File: src/rtl/ascii_operand_parser.sv
// ascii_operand_parser: parses a serial ASCII stream of the form "A+B=" into
// two right-aligned packed-BCD operands handed downstream over valid/ready.
// Malformed input latches an error that only ESC clears.
module ascii_operand_parser #(
  parameter int DIGITS = 2,
  localparam int W = 4 * DIGITS
) (
  input  logic         clk,
  input  logic         rst,
  input  logic [7:0]   char_in,
  input  logic         char_valid,
  output logic [W-1:0] op_a,
  output logic [W-1:0] op_b,
  output logic         op_valid,
  input  logic         op_ready,
  output logic         err,
  output logic         busy
);

  localparam logic [7:0] CH_SPACE = 8'h20;
  localparam logic [7:0] CH_PLUS  = 8'h2B;
  localparam logic [7:0] CH_EQ    = 8'h3D;
  localparam logic [7:0] CH_CR    = 8'h0D;
  localparam logic [7:0] CH_ESC   = 8'h1B;

  // Three bits covers digit counts up to the largest legal DIGITS value (4).
  localparam logic [2:0] MAX_COUNT = 3'(DIGITS);

  typedef enum logic [1:0] {
    GET_A,
    GET_B,
    DONE,
    ERROR
  } state_t;

  state_t         state;
  state_t         state_n;
  logic [2:0]     count;
  logic [2:0]     count_n;
  logic [W-1:0]   a_n;
  logic [W-1:0]   b_n;
  logic           is_digit;
  logic [3:0]     nibble;

  assign is_digit = (char_in >= 8'h30) && (char_in <= 8'h39);
  assign nibble   = char_in[3:0];

  // Next-state and next-operand decode; every path defaults to holding state.
  always_comb begin
    state_n = state;
    count_n = count;
    a_n     = op_a;
    b_n     = op_b;
    case (state)
      GET_A, GET_B: begin
        if (char_valid) begin
          if (is_digit) begin
            if (count == MAX_COUNT) begin
              state_n = ERROR;
            end else begin
              if (state == GET_A) begin
                a_n = (op_a << 4) | W'(nibble);
              end else begin
                b_n = (op_b << 4) | W'(nibble);
              end
              count_n = count + 3'd1;
            end
          end else if (char_in == CH_SPACE) begin
            state_n = state;
          end else if (char_in == CH_ESC) begin
            state_n = GET_A;
            count_n = '0;
            a_n     = '0;
            b_n     = '0;
          end else if ((state == GET_A) && (char_in == CH_PLUS)) begin
            if (count != '0) begin
              state_n = GET_B;
              count_n = '0;
            end else begin
              state_n = ERROR;
            end
          end else if ((state == GET_B) && ((char_in == CH_EQ) || (char_in == CH_CR))) begin
            if (count != '0) begin
              state_n = DONE;
            end else begin
              state_n = ERROR;
            end
          end else begin
            state_n = ERROR;
          end
        end
      end
      DONE: begin
        // Strobes are dropped here; only the downstream handshake leaves DONE.
        if (op_ready) begin
          state_n = GET_A;
          count_n = '0;
          a_n     = '0;
          b_n     = '0;
        end
      end
      ERROR: begin
        if (char_valid && (char_in == CH_ESC)) begin
          state_n = GET_A;
          count_n = '0;
          a_n     = '0;
          b_n     = '0;
        end
      end
      default: begin
        state_n = GET_A;
        count_n = '0;
        a_n     = '0;
        b_n     = '0;
      end
    endcase
  end

  // State, operands and all status outputs are registered from the decoded next values.
  always_ff @(posedge clk or posedge rst) begin
    if (rst) begin
      state    <= GET_A;
      count    <= '0;
      op_a     <= '0;
      op_b     <= '0;
      op_valid <= 1'b0;
      err      <= 1'b0;
      busy     <= 1'b0;
    end else begin
      state    <= state_n;
      count    <= count_n;
      op_a     <= a_n;
      op_b     <= b_n;
      op_valid <= (state_n == DONE);
      err      <= (state_n == ERROR);
      busy     <= (state_n != GET_A) || (count_n != '0);
    end
  end

endmodule

File: config.mk
export PLATFORM = sky130hd
export DESIGN_NAME = ascii_operand_parser
export DESIGN_NICKNAME = d
export VERILOG_FILES = /design/src/rtl/ascii_operand_parser.sv
export SDC_FILE = /design/constraint.sdc
export NUM_CORES = 1
export LEC_CHECK = 0
export ABC_AREA = 1
export ABC_CLOCK_PERIOD_IN_PS = 3800
export CAP_MARGIN = 20
export CORE_MARGIN = 4
export CORE_UTILIZATION = 35
export DETAILED_ROUTE_END_ITERATION = 12
export PLACE_DENSITY = 0.69
export SKIP_LAST_GASP = 1
export SLEW_MARGIN = 25
export SYNTH_ARGS = -nofsm -noshare
export SYNTH_HDL_FRONTEND = slang
export SYNTH_SLANG_ARGS = --single-unit
File: constraint.sdc
create_clock -name clk -period 3.8 [get_ports clk]
set_clock_uncertainty 0.1 [all_clocks]
set_input_delay 0.38 -clock clk [delete_from_list [all_inputs] [get_ports clk]]
set_output_delay 0.38 -clock clk [all_outputs]
set_load 0.01 [all_outputs]
==> results.json <==
{
  "worstSetupEndpointType": "flop",
  "area.growth.synth_to_final_pct": 28.3,
  "cts.reportedPaths.clkPinSlew_ns": 0.08,
  "regArea_sq_um": 601,
  "crit_arrival_ns": 2.34,
  "number_of_drc_markers_in_iteration_0": 81,
  "postLayoutSetupSlackWorst_ns": 1.56,
  "gr-usage-all-layers": 0.136,
  "post-route-period-util": 0.589,
  "layout.cells.most_common_list": "nand2_1, nor2_1, inv_1, clkdlybuf4s50_1",
  "max_slew.worst_pin.slew_ns": 0.887,
  "boundaryPins": 31,
  "global_route.overflow_total": 0,
  "routed_wire_length_per_instance_um": 10.8,
  "first_pass_iters": 4,
  "crit_path_max_fanout": 13,
  "timing_hold_violations_final": 0,
  "cp_slowest_cell": "dfrtp_1",
  "initial_antenna_violation_count": 0,
  "count_of_mapped_cells_out_of_synthesis": 221,
  "finalSetupViolations": 0,
  "crit_path_start_kind": "flop",
  "setup_tns_ns": 0,
  "critical-path-top-cell-by-count": "nand2_1",
  "grt_setup_unrepaired": "false",
  "synth-seq-cells": 24,
  "worstPathCellList": "inv_1 -> nand2_1 -> nand2_1 -> nor2_4 -> nand3_1 -> inv_1 -> nand2_1 -> nand2_1",
  "leakage_nw": 0.978,
  "critPathBufInv": 2,
  "max-vdd-ir-drop_v": 0.000308,
  "floorplan.die.width_um": 73.5,
  "worst_slew_margin_rel": 0.408,
  "power-per-cell-area_nw_per_um2": 504,
  "post-dp-hpwl_um": 2580,
  "critPathMaxStageDelay_ns": 0.61,
  "synth.yosys.warnings": 0,
  "placement.io_buffers": 30,
  "synth_nets": 236,
  "synth_sequential_area_ratio": 0.400,
  "r2r_end": "op_a[3]",
  "fillerInstances": 447,
  "cts_inserted_buffers": 3,
  "place_ws_ns": 1.31,
  "route.detailed.vias_per_inst": 4.60,
  "detail_route.drc_violations": 0,
  "place.gp.congestion": 0.900,
  "cts_hold_buffers": 0,
  "regToRegSetupSlack_ns": 1.56,
  "first_global_vias": 1375,
  "chipHeight_um": 73.5,
  "netlist_area_sq_um": 1500,
  "layout.cells.most_common": "nand2_1",
  "worstReg2RegStart": "state[1]",
  "status": "complete, no violations",
  "critPathCapture": "op_a[3]",
  "floorplan.rows": 23,
  "cp_num_cells": 8,
  "clock_latency_at_the_later_pin_of_the_worst_skew_pair_ns": 0.27,
  "dr_total_vias": 1394,
  "ant_nets_after_route": 0,
  "cts_htree_levels": 1,
  "cts-resized-gates": 0,
  "tritoncts": "done",
  "fmax_mhz": 447,
  "timing.setup.critical_path_class": "flop to flop",
  "clock_path_buffers": 2,
  "final_critical_path_required_period_ns": 2.24,
  "n_antenna_cell": 0,
  "placeableCoreArea_sq_um": 4090,
  "hold_path.class": "flop to flop",
  "initial_utilization": 0.367,
  "avgSynthCellArea_sq_um": 6.79,
  "crit_family": "simple AND/OR/NAND/NOR gates",
  "total_setup_buffers_inserted_after_cts": 0,
  "drt-total-wl_um": 3260,
  "final_layout_size_suffix_gt1_frac": 0.0751,
  "area_of_combinational_cells_with_multiple_inputs_sq_um": 767,
  "grt_first_pass_wirelength_um": 5870,
  "cts.sinks": 24,
  "layout.nets": 269,
  "grt_max_degree": 25,
  "cts_root_buf": "clkbuf_8",
  "drv.max_cap_violation_count": 0,
  "startpoint": "state[1]",
  "slew_viol_final": 0,
  "r2r_cells": 8,
  "synthDistinctLibCells": 20,
  "floorplan.die_area_sq_um": 5400,
  "critPathRequiredTime_ns": 3.90
}
[per-stage QoR]
stage / power (W) / cell area, sq um / util / hold slack (ns) / cells
6_report: 0.000971 / 1930 / 0.471 / 0.373 / 303
5_1_grt: 0.00106 / 1930 / 0.471 / 0.400 / 303
4_1_cts: 0.000987 / 1930 / 0.471 / 0.381 / 303
2_1_floorplan: 0.000641 / 1500 / - / 0.295 / 221
3_3_place_gp: 0.000751 / 1850 / 0.454 / 0.353 / 299
3_5_place_dp: 0.000758 / 1850 / 0.454 / 0.359 / 299
[flip-flops by register name, summed over array words and instances, names as in the netlist]
signal / count
op_valid: 1
busy: 1
op_b: 8
err: 1
count: 3
op_a: 8
state: 2
[final cells by class]
type	count	area share
timing repair buffer	30	0.156
clock buffer	3	0.0214
clock inverter	1	0.0156
tap	50	0.0325
sequential	24	0.312
multi-input combinational	162	0.398
inverter	33	0.0643
[kinds of logic after synthesis]
logic type / Yosys count / share of synthesized area
DFF: 24 / 0.400
and+or+nand+nor: 150 / 0.453
AOI/OAI and AO/OA: 9 / 0.0325
adders and majority gates: 3 / 0.0250
buffers and inverters: 35 / 0.0892
[power by group]
group          switching, W  internal [W]
Clock             0.0000791      0.000141
Combinational      0.000277      0.000138
Sequential        0.0000434      0.000293
Total              0.000399      0.000572
[cells in the mapped netlist]
| cell type | instances | area (sq um) |
|---|---|---|
| nand2_1 | 72 | 270 |
| nor2_1 | 35 | 131 |
| inv_1 | 31 | 116 |
| dfrtp_1 | 24 | 601 |
| nand3_1 | 24 | 120 |
| nand4_1 | 4 | 25.0 |
| nor2_4 | 4 | 45.0 |
| a21oi_1 | 3 | 15.0 |
| ha_1 | 3 | 37.5 |
| nand2_2 | 3 | 18.8 |
| nor3_1 | 3 | 15.0 |
| o21ai_1 | 3 | 15.0 |
| buf_2 | 2 | 10.0 |
| inv_2 | 2 | 7.51 |
| nand2_4 | 2 | 22.5 |
| o21ai_0 | 2 | 10.0 |
| nor2_2 | 1 | 6.26 |
| nor3_2 | 1 | 10.0 |
| nor3_4 | 1 | 16.3 |
| o21ai_2 | 1 | 8.76 |
[worst min-delay path, cell delays in order, from the launching register on]
cell	delay [ns]
dfrtp_1	0.35
nand2_1	0.05
nand2_1	0.04
[metal layers]
metal  routed length [um]  share of wire  global-route usage  vias to the layer above
met3                  151          0.046              0.0369                        2
met4                   12         0.0037              0.0181                        0
li1                     -              -                   -                      750
met1                 1480           0.46               0.166                      620
met2                 1610           0.49               0.243                       22
met5                    0              0                   0                        -
[how the worst min path moves through the flow]
stage	from	to	slack (ns)	depth (start not counted)
floorplan	rst	busy	0.29	1
global placement	op_b[5]	op_b[5]	0.35	2
detailed placement	op_b[4]	op_b[4]	0.36	2
CTS	op_b[4]	op_b[4]	0.38	2
global route	op_b[5]	op_b[5]	0.40	2
finish	op_b[5]	op_b[5]	0.37	2
Note: power is estimated with default switching activity, not from simulation.
